===== config.mk =====
export PLATFORM = sky130hd
export DESIGN_NAME = pc_sequencer
export DESIGN_NICKNAME = d
export VERILOG_FILES = /design/src/rtl/pc_seq_pkg.sv /design/src/rtl/flush_timer.sv /design/src/rtl/pc_sequencer.sv
export SDC_FILE = /design/constraint.sdc
export NUM_CORES = 1
export LEC_CHECK = 0
export BUFFER_PORTS_ARGS = -buffer_cell sky130_fd_sc_hd__clkbuf_2
export CORE_MARGIN = 2
export CORE_UTILIZATION = 46
export DETAILED_ROUTE_END_ITERATION = 6
export PLACE_DENSITY_LB_ADDON = 0.15
export SETUP_SLACK_MARGIN = 0.4
export SYNTH_ARGS = -nofsm -noshare
export SYNTH_HDL_FRONTEND = slang
export SYNTH_SLANG_ARGS = --single-unit

===== constraint.sdc =====
create_clock -name clk_i -period 2.1 [get_ports clk_i]
set_input_delay 0.42 -clock clk_i [delete_from_list [all_inputs] [get_ports clk_i]]
set_output_delay 0.42 -clock clk_i [all_outputs]
set_load 0.05 [all_outputs]

===== src/rtl/pc_seq_pkg.sv =====
// Shared types and constants for the PC sequencer slice.
package pc_seq_pkg;

  typedef enum logic [1:0] {
    RUN    = 2'd0,
    FLUSH  = 2'd1,
    HALTED = 2'd2
  } state_e;

  localparam int PC_INC        = 4;
  localparam int FLUSH_CNT_W   = 3;
  localparam logic [15:0] BR_COUNT_MAX = 16'hFFFF;

endpackage


===== src/rtl/flush_timer.sv =====
// Down-counter that times the post-redirect flush window; done_o marks the
// terminal count of an armed window, busy_o stays high until that count retires.
module flush_timer
  import pc_seq_pkg::*;
(
  input  logic                   clk_i,
  input  logic                   reset_i,
  input  logic                   load_i,
  input  logic [FLUSH_CNT_W-1:0] value_i,
  output logic                   busy_o,
  output logic                   done_o
);

  logic [FLUSH_CNT_W-1:0] cnt_q, cnt_d;
  logic                   active_q, active_d;

  always_ff @(posedge clk_i) begin
    if (reset_i) begin
      cnt_q    <= '0;
      active_q <= 1'b0;
    end else begin
      cnt_q    <= cnt_d;
      active_q <= active_d;
    end
  end

  always_comb begin
    cnt_d    = cnt_q;
    active_d = active_q;
    if (load_i) begin
      cnt_d    = value_i;
      active_d = 1'b1;
    end else if (active_q) begin
      if (cnt_q == '0) active_d = 1'b0;
      else             cnt_d    = cnt_q - 1'b1;
    end
  end

  assign busy_o = active_q;
  assign done_o = active_q && (cnt_q == '0);

endmodule


===== src/rtl/pc_sequencer.sv =====
// Fetch PC sequencer: RUN / FLUSH / HALTED with redirect flush window.
// Optional redirect statistics (br_count_o) under PC_SEQ_BRANCH_STATS_EN.
//
// state  | meaning
// RUN    | fetching, pc advances by PC_INC unless stalled
// FLUSH  | squashing younger IF/ID after a redirect, redirects/halts ignored
// HALTED | fetch stopped, pc held until resume
module pc_sequencer
  import pc_seq_pkg::*;
#(
  parameter int PC_W         = 9,
  parameter int FLUSH_CYCLES = 2
) (
  input  logic            clk_i,
  input  logic            reset_i,
  input  logic            stall_i,
  input  logic            br_taken_i,
  input  logic [31:0]     br_target_i,
  input  logic            halt_req_i,
  input  logic            resume_i,
  output logic [PC_W-1:0] pc_o,
  output logic            if_valid_o,
  output logic            flush_o,
  output logic            halted_o
`ifdef PC_SEQ_BRANCH_STATS_EN
  ,
  output logic [15:0]     br_count_o
`endif
);

  state_e            state_q, state_d;
  logic [PC_W-1:0]   pc_q, pc_d;
  logic [PC_W-1:0]   pc_inc, br_pc;
  logic              timer_load, timer_busy, timer_done;

  logic unused_tgt_bits;
  assign unused_tgt_bits = ^{br_target_i[31:PC_W], br_target_i[1:0]};

  assign pc_inc = pc_q + PC_W'(PC_INC);
  assign br_pc  = {br_target_i[PC_W-1:2], 2'b00};

  flush_timer u_flush_timer (
    .clk_i   (clk_i),
    .reset_i (reset_i),
    .load_i  (timer_load),
    .value_i (FLUSH_CNT_W'(FLUSH_CYCLES - 1)),
    .busy_o  (timer_busy),
    .done_o  (timer_done)
  );

  always_ff @(posedge clk_i) begin
    if (reset_i) begin
      state_q <= RUN;
      pc_q    <= '0;
    end else begin
      state_q <= state_d;
      pc_q    <= pc_d;
    end
  end

  always_comb begin
    state_d    = state_q;
    pc_d       = pc_q;
    timer_load = 1'b0;
    case (state_q)
      RUN: begin
        if (br_taken_i) begin
          pc_d       = br_pc;
          state_d    = FLUSH;
          timer_load = 1'b1;
        end else if (halt_req_i) begin
          state_d = HALTED;
        end else if (!stall_i) begin
          pc_d = pc_inc;
        end
      end
      FLUSH: begin
        if (!stall_i) pc_d = pc_inc;
        // an unarmed timer must never trap the sequencer in FLUSH
        if (timer_done || !timer_busy) state_d = RUN;
      end
      HALTED: begin
        if (resume_i) begin
          state_d = RUN;
          pc_d    = pc_inc;
        end
      end
      default: state_d = RUN;
    endcase
  end

  always_comb begin
    if_valid_o = (state_q != HALTED);
    flush_o    = (state_q == FLUSH);
    halted_o   = (state_q == HALTED);
  end

  assign pc_o = pc_q;

`ifdef PC_SEQ_BRANCH_STATS_EN
  logic [15:0] br_count_q, br_count_d;
  logic        br_accept;

  assign br_accept = (state_q == RUN) && br_taken_i;

  always_comb begin
    br_count_d = br_count_q;
    if (br_accept && (br_count_q != BR_COUNT_MAX)) br_count_d = br_count_q + 16'd1;
  end

  always_ff @(posedge clk_i) begin
    if (reset_i) br_count_q <= '0;
    else         br_count_q <= br_count_d;
  end

  assign br_count_o = br_count_q;
`endif

endmodule


==> results of run 1 <==
-- stage by stage --
step / std cells / area [sq um] / setup WS [ps]
2_1_floorplan: 134 / 1084 / 338.4
5_1_grt: 189 / 1353 / 352.9
3_5_place_dp: 178 / 1192 / 214.4
3_3_place_gp: 178 / 1192 / 230.0
6_report: 189 / 1353 / 427.8
4_1_cts: 185 / 1275 / 399.7
-- report_power, final --
part           internal, mW  switching [mW]  total (mW)
Combinational         0.153           0.235       0.389
Clock                0.0739          0.0904       0.164
Sequential            0.275          0.0446       0.320
Total                 0.503           0.370       0.873
-- layout make-up --
cell class              instances  area share, %
clock buffers                   4          1.943
multi-input cells             105          59.30
repair buffers                 31          13.78
well taps                      28          2.590
flip-flops and latches         13          19.98
inverters                       8          2.405
-- critical path, stage by stage (launching register included) --
cell and delay, ps:
dfxtp_4 380, inv_4 50, ha_4 150, nor2b_4 130
a211oi_4 320, o31a_1 210, o21bai_1 90, a311oi_1 260
-- Yosys cell counts, types with 2 or more instances --
cell type  count
a31oi_1        2
nor2b_1        2
a21oi_1       11
a211oi_1       3
a32oi_1        2
a311oi_1       3
nor2b_4        2
ha_1           7
nor2_1         7
dfxtp_1       13
a211o_1        2
buf_2          2
buf_4          3
nand2b_1       4
nor3_1         5
nand2_1       13
xor2_1         4
o21ai_0        5
and3_1         5
o211ai_1       3
clkbuf_1       2
inv_1          8
nand3_1        2
xnor2_1        4
-- how the worst max path moves through the flow --
stage / startpoint / depth (start not counted) / endpoint
6_report: state_q[1] / 7 / pc_o[5]
4_1_cts: state_q[1] / 6 / pc_o[5]
3_5_place_dp: state_q[0] / 6 / pc_o[5]
3_3_place_gp: state_q[0] / 6 / pc_o[5]
2_1_floorplan: state_q[0] / 6 / pc_o[5]
5_1_grt: state_q[0] / 7 / pc_o[4]
-- registers in the layout (all words and copies together), names as in the netlist --
register,count
pc_o,7
state_q,2
u_flush_timer.cnt_q,3
u_flush_timer.busy_o,1
-- what timing repair did --
| item | 4_1_cts | 5_1_grt |
|---|---|---|
| buffers inserted | 3 | 4 |
| pin swaps | 1 | 7 |
| gates resized for setup | 9 | 10 |
| setup endpoints to repair | 7 | 8 |
-- layer usage --
layer,vias up,global-route usage (%)
li1,536,-
met4,0,6.140
met1,526,25.80
met5,-,0
met3,6,6.034
met2,27,36.71
-- logic make-up (layout without fill, tap and decap cells) --
group | count (synthesis) | after routing
xor+xnor | 8 | 8
buf+inv | 16 | 43
mux | 2 | 2
other cells | 1 | 2
fa+ha+maj | 7 | 7
simple gates | 45 | 45
flops | 13 | 13
compound gates | 41 | 41
==> results.sh, run 1 <==
export IMPL_grt_first_pass_wirelength_um=4195
export IMPL_cellLeakagePower_nw=0.5848
export IMPL_ctsHoldBuffers=0
export IMPL_final_fill_count=201
export IMPL_cts_tree="yes"
export IMPL_rsz0062_at_grt="true"
export IMPL_muxShareOfSynthArea_pct=2.002
export IMPL_maximum_number_of_pins_on_one_net_before_global_route_repair=19
export IMPL_holdCritStartpoint="br_target_i[7]"
export IMPL_dp_final_hpwl_um=1819
export IMPL_drtAntennaViolNets=0
export IMPL_power_ir_vdd_worst_mv=0.3360
export IMPL_gp_congestion=0.8222
export IMPL_worstSkewPairLatency_ps=290
export IMPL_tritoncts_num_sinks=13
export IMPL_path_clk_slew_ps=90
export IMPL_nets=207
export IMPL_compound_gate_portion_of_the_synthesized_area_pct=27.56
export IMPL_timing_hold_violations_final=0
export IMPL_finalCritPeriodShare_pct=79.63
export IMPL_via_count=1095
export IMPL_drtIter0Drc=27
export IMPL_diodes=0
export IMPL_post_synth_num_cell_types=43
export IMPL_synthXorXnorAreaFrac_pct=6.596
export IMPL_drive_gt1_share_pct=33.54
export IMPL_finalMaxSlewViolations=0
export IMPL_multi_input_area_sq_um=802.0
export IMPL_drc=0
export IMPL_synth_adder_area_share_pct=8.245
export IMPL_hold_ws_ps=483.1
export IMPL_ctsLongestPathBuffers=2
export IMPL_r2r_slack_ps=430
export IMPL_wirelength_met1_um=1166
export IMPL_finalWirelength_um=2680
export IMPL_syn_area_per_cell_sq_um=7.987
export IMPL_launching_element_type_of_the_critical_path="flop"
export IMPL_final_min_clock_period_ps=1672
export IMPL_cts_inserted_buffers=3
export IMPL_flow_area_growth_from_synthesis_pct=27.33
export IMPL_critPathArrivalTime_ps=1870
export IMPL_r2r_start="state_q[1]"
export IMPL_hold_path_end="pc_o[7]"
export IMPL_grt_pass1_vias=939
export IMPL_syn_instance_count=133
export IMPL_coreArea_sq_um=2191
export IMPL_number_of_instances_on_the_worst_hold_path=4
export IMPL_timing_fmax_mhz=598.0
export IMPL_first_pass_iters=4
export IMPL_synth_top_area_share_pct=24.50
export IMPL_min_delay_path_class="primary input to flop"
export IMPL_routed_top_layer="met4"
export IMPL_path_class="flop to flop"
export IMPL_setup_worst_path_end_class="flop"
export IMPL_crit_path_max_fanout=5
export IMPL_outcome="finished, final reports clean"
export IMPL_synth_top_cells_by_area="dfxtp_1 24%, ha_1 8.2%, a21oi_1 5.2%"
export IMPL_final_util_pct=61.74
export IMPL_design_portCount=50
export IMPL_ys_warn_count=0
export IMPL_floorplan_die_height_um=52.06
export IMPL_chipWidth_um=52.06
export IMPL_register_area_sq_um=270.3
export IMPL_wl_per_cell_um=14.18
export IMPL_clockRootBuffer="clkbuf_4"
export IMPL_fin_tns_setup_ps=0
export IMPL_antenna_found_initial=0
export IMPL_synth_simple_gate_area_share_pct=23.09
export IMPL_synth_flop_cell="dfxtp_1"
export IMPL_leading_cell_type_in_the_layout_fill_and_taps_excluded="clkbuf_2"
export IMPL_synthesis_area_sq_um=1062
export IMPL_port_buffer_count=22
export IMPL_critPathRequiredTime_ps=2300
export IMPL_count_of_cells_along_the_worst_register_to_register_path=7
export IMPL_rows=17
export IMPL_synth_top_family_by_area="compound AO/OA/AOI/OAI gates"
export IMPL_yosysSeqAreaShare_pct=24.50
export IMPL_max_cap_viols=0
export IMPL_htree_levels=1
export IMPL_start_util_pct=48.49
export IMPL_fp_dieArea_sq_um=2710
export IMPL_route_met3_wl_um=124
export IMPL_overflow=0
export IMPL_power_per_cell_area_nw_per_um2=645.3
export IMPL_yosys_register_bits=13
export IMPL_total_met2_wirelength_after_detailed_routing_um=1359
export IMPL_highest_count_cells_in_the_layout_ignoring_fill_and_taps="21 x clkbuf_2, 13 x nand2_1, 11 x a21oi_1, 9 x dfxtp_1, 9 x buf_4"
export IMPL_synth_edf_count=0
export IMPL_fin_total_pwr_mw=0.8728
export IMPL_synthArstFlopShare_pct=0
export IMPL_synth_top_area_cell="dfxtp_1"
export IMPL_globalRouteTotalUtil_pct=21.40
export IMPL_reg2reg_to="pc_o[5]"
export IMPL_avgViaCountPerCell=5.794
export IMPL_finClkSkew_ps=9.085
export IMPL_setup_violations=0
No activity file was read; power rests on OpenSTA's default activity.
==> run 2, diff against run 1 <==
- clock period: 2.1 -> 1.7 ns (I/O delays scaled with it)
==> run 2 against run 1 <==
- first-iteration DRC count rose by 22%
- register-to-register slack got worse by 350 ps
- worst hold slack got worse by 85 ps
- sequential share of layout area fell by 1.6 points
- highest routed layer unchanged
==> results.sh, run 2 (synthesis gave the netlist of run 1 again) <==
export IMPL_outcome="finished, final reports clean"
export IMPL_highest_count_cells_in_the_layout_ignoring_fill_and_taps="17 x buf_4, 12 x nand2_1, 12 x clkbuf_2, 11 x a21oi_1, 6 x nor2_1"
export IMPL_finClkSkew_ps=5.824
export IMPL_worst_path_buf_inv=3
export IMPL_fin_total_pwr_mw=1.177
export IMPL_grt_first_pass_wirelength_um=4705
export IMPL_maximum_number_of_pins_on_one_net_before_global_route_repair=19
export IMPL_diodes=0
export IMPL_dp_final_hpwl_um=1886
export IMPL_setup_worst_path_end_class="flop"
export IMPL_largest_register_ffs=7
export IMPL_cpPeakStageDelay_ps=380
export IMPL_ctsHoldBuffers=0
export IMPL_finalMaxSlewViolations=0
export IMPL_final_fill_count=166
export IMPL_layout_setup_ws_ps=75.46
export IMPL_drive_gt1_share_pct=44.64
export IMPL_floorplan_die_height_um=52.06
export IMPL_setup_violations=0
export IMPL_coreArea_sq_um=2191
export IMPL_crit_path_max_fanout=4
export IMPL_finalWirelength_um=2816
export IMPL_via_count=1137
export IMPL_chipWidth_um=52.06
export IMPL_htree_levels=1
export IMPL_ctsLongestPathBuffers=2
export IMPL_first_pass_iters=4
export IMPL_drc=0
export IMPL_p_clk_share_pct=17.2
export IMPL_antenna_found_initial=0
export IMPL_leading_cell_type_in_the_layout_fill_and_taps_excluded="buf_4"
export IMPL_power_per_cell_area_nw_per_um2=760.1
export IMPL_design_portCount=50
export IMPL_drtIter0Drc=33
export IMPL_min_delay_path_class="primary input to flop"
export IMPL_launching_element_type_of_the_critical_path="flop"
export IMPL_hold_ws_ps=398.0
export IMPL_total_switching_power_mw=0.4891
export IMPL_fin_tns_setup_ps=0
export IMPL_nets=214
export IMPL_start_util_pct=48.49
export IMPL_power_frac_comb_pct=48.1
export IMPL_fp_dieArea_sq_um=2710
export IMPL_sequentialPowerShare_pct=34.7
export IMPL_cellInternalPower_mw=0.6882
export IMPL_crit_path_cell_trace="inv_4, ha_4, nor2b_4, a211oi_4, buf_4, buf_6, o211ai_1, a21oi_1"
export IMPL_globalRouteTotalUtil_pct=22.71
export IMPL_gp_congestion=0.8407
export IMPL_drtAntennaViolNets=0
export IMPL_switching_share_pct=41.55
export IMPL_cellLeakagePower_nw=0.6604
export IMPL_power_ir_vdd_worst_mv=0.6399
export IMPL_critPathRequiredTime_ps=1900
export IMPL_max_cap_viols=0
export IMPL_critPathArrivalTime_ps=1830
export IMPL_rows=17
export IMPL_wl_per_cell_um=14.37
export IMPL_avgViaCountPerCell=5.801
export IMPL_cts_tree="yes"
export IMPL_final_min_clock_period_ps=1625
export IMPL_tritoncts_num_sinks=13
export IMPL_grt_pass1_vias=1024
export IMPL_timing_fmax_mhz=615.6
export IMPL_crit_slowest_cell="dfxtp_4"
export IMPL_clockRootBuffer="clkbuf_4"
export IMPL_timing_hold_violations_final=0
export IMPL_path_clk_slew_ps=90
export IMPL_port_buffer_count=22
export IMPL_cts_inserted_buffers=3
export IMPL_dpl_worst_slack_ps=38.44
export IMPL_worstSkewPairLatency_ps=290
export IMPL_finalCritPeriodShare_pct=95.56
export IMPL_overflow=0
export IMPL_rsz0062_at_grt="true"
export IMPL_path_class="flop to flop"
export IMPL_critical_path_top_delay_family="compound AO/OA/AOI/OAI gates"
export IMPL_flow_area_growth_from_synthesis_pct=45.82
run 2: power groups by stage:
stage	logic, mW	registers, mW	clock network [mW]
finish	0.567	0.409	0.202
global placement	0.434	0.409	0
CTS	0.518	0.410	0.201
floorplan	0.291	0.471	0
global route	0.609	0.416	0.234
detailed placement	0.443	0.414	0
run 2: final cells by class:
cell class                 count  area [sq um]  area share, %
multi-input combinational    105         845.8          54.60
timing repair buffer          38         321.6          20.76
sequential                    13         284.0          18.34
inverter                       8         35.03          2.262
tap                           28         35.03          2.262
clock buffer                   3         22.52          1.454
clock inverter                 1         5.005         0.3231
run 2: worst paths after layout:
kind             startpoint      end  slack, ps  cells past startpoint
max              state_q[0]  pc_o[2]         80                      8
min          br_target_i[7]  pc_o[7]        400                      4
max reg2reg      state_q[0]  pc_o[2]         80                      8
min reg2reg         pc_o[3]  pc_o[3]        520                      2
run 2: worst register-to-register path, stage by stage (launching register included):
cell,delay (ps)
dfxtp_4,380
inv_4,50
ha_4,160
nor2b_4,140
a211oi_4,300
buf_4,170
buf_6,90
o211ai_1,90
a21oi_1,170
run 2: through the flow:
| step | utilization [%] | instances | area (sq um) |
|---|---|---|---|
| final | 70.70 | 196 | 1549 |
| after floorplan | - | 134 | 1154 |
| after global routing | 70.70 | 196 | 1549 |
| after detailed placement | 57.97 | 179 | 1270 |
| after global placement | 57.97 | 179 | 1270 |
| after CTS | 66.82 | 190 | 1464 |
run 2: routing by layer:
metal  wire length, um  vias up  global-route usage, %  share of wire (%)
met2              1297       43                  36.71                 46
met1              1340      536                  29.96                 48
li1                  -      553                      -                  -
met3               135        5                  4.885                4.8
met4                42        0                  7.018                1.5
met5                 0        -                      0                  0
run 2: what timing repair did:
item                       CTS  global route
setup endpoints to repair   18            21
pin swaps                    6             8
gates resized for setup     27            18
setup buffers                7             6
cloned                       0             0
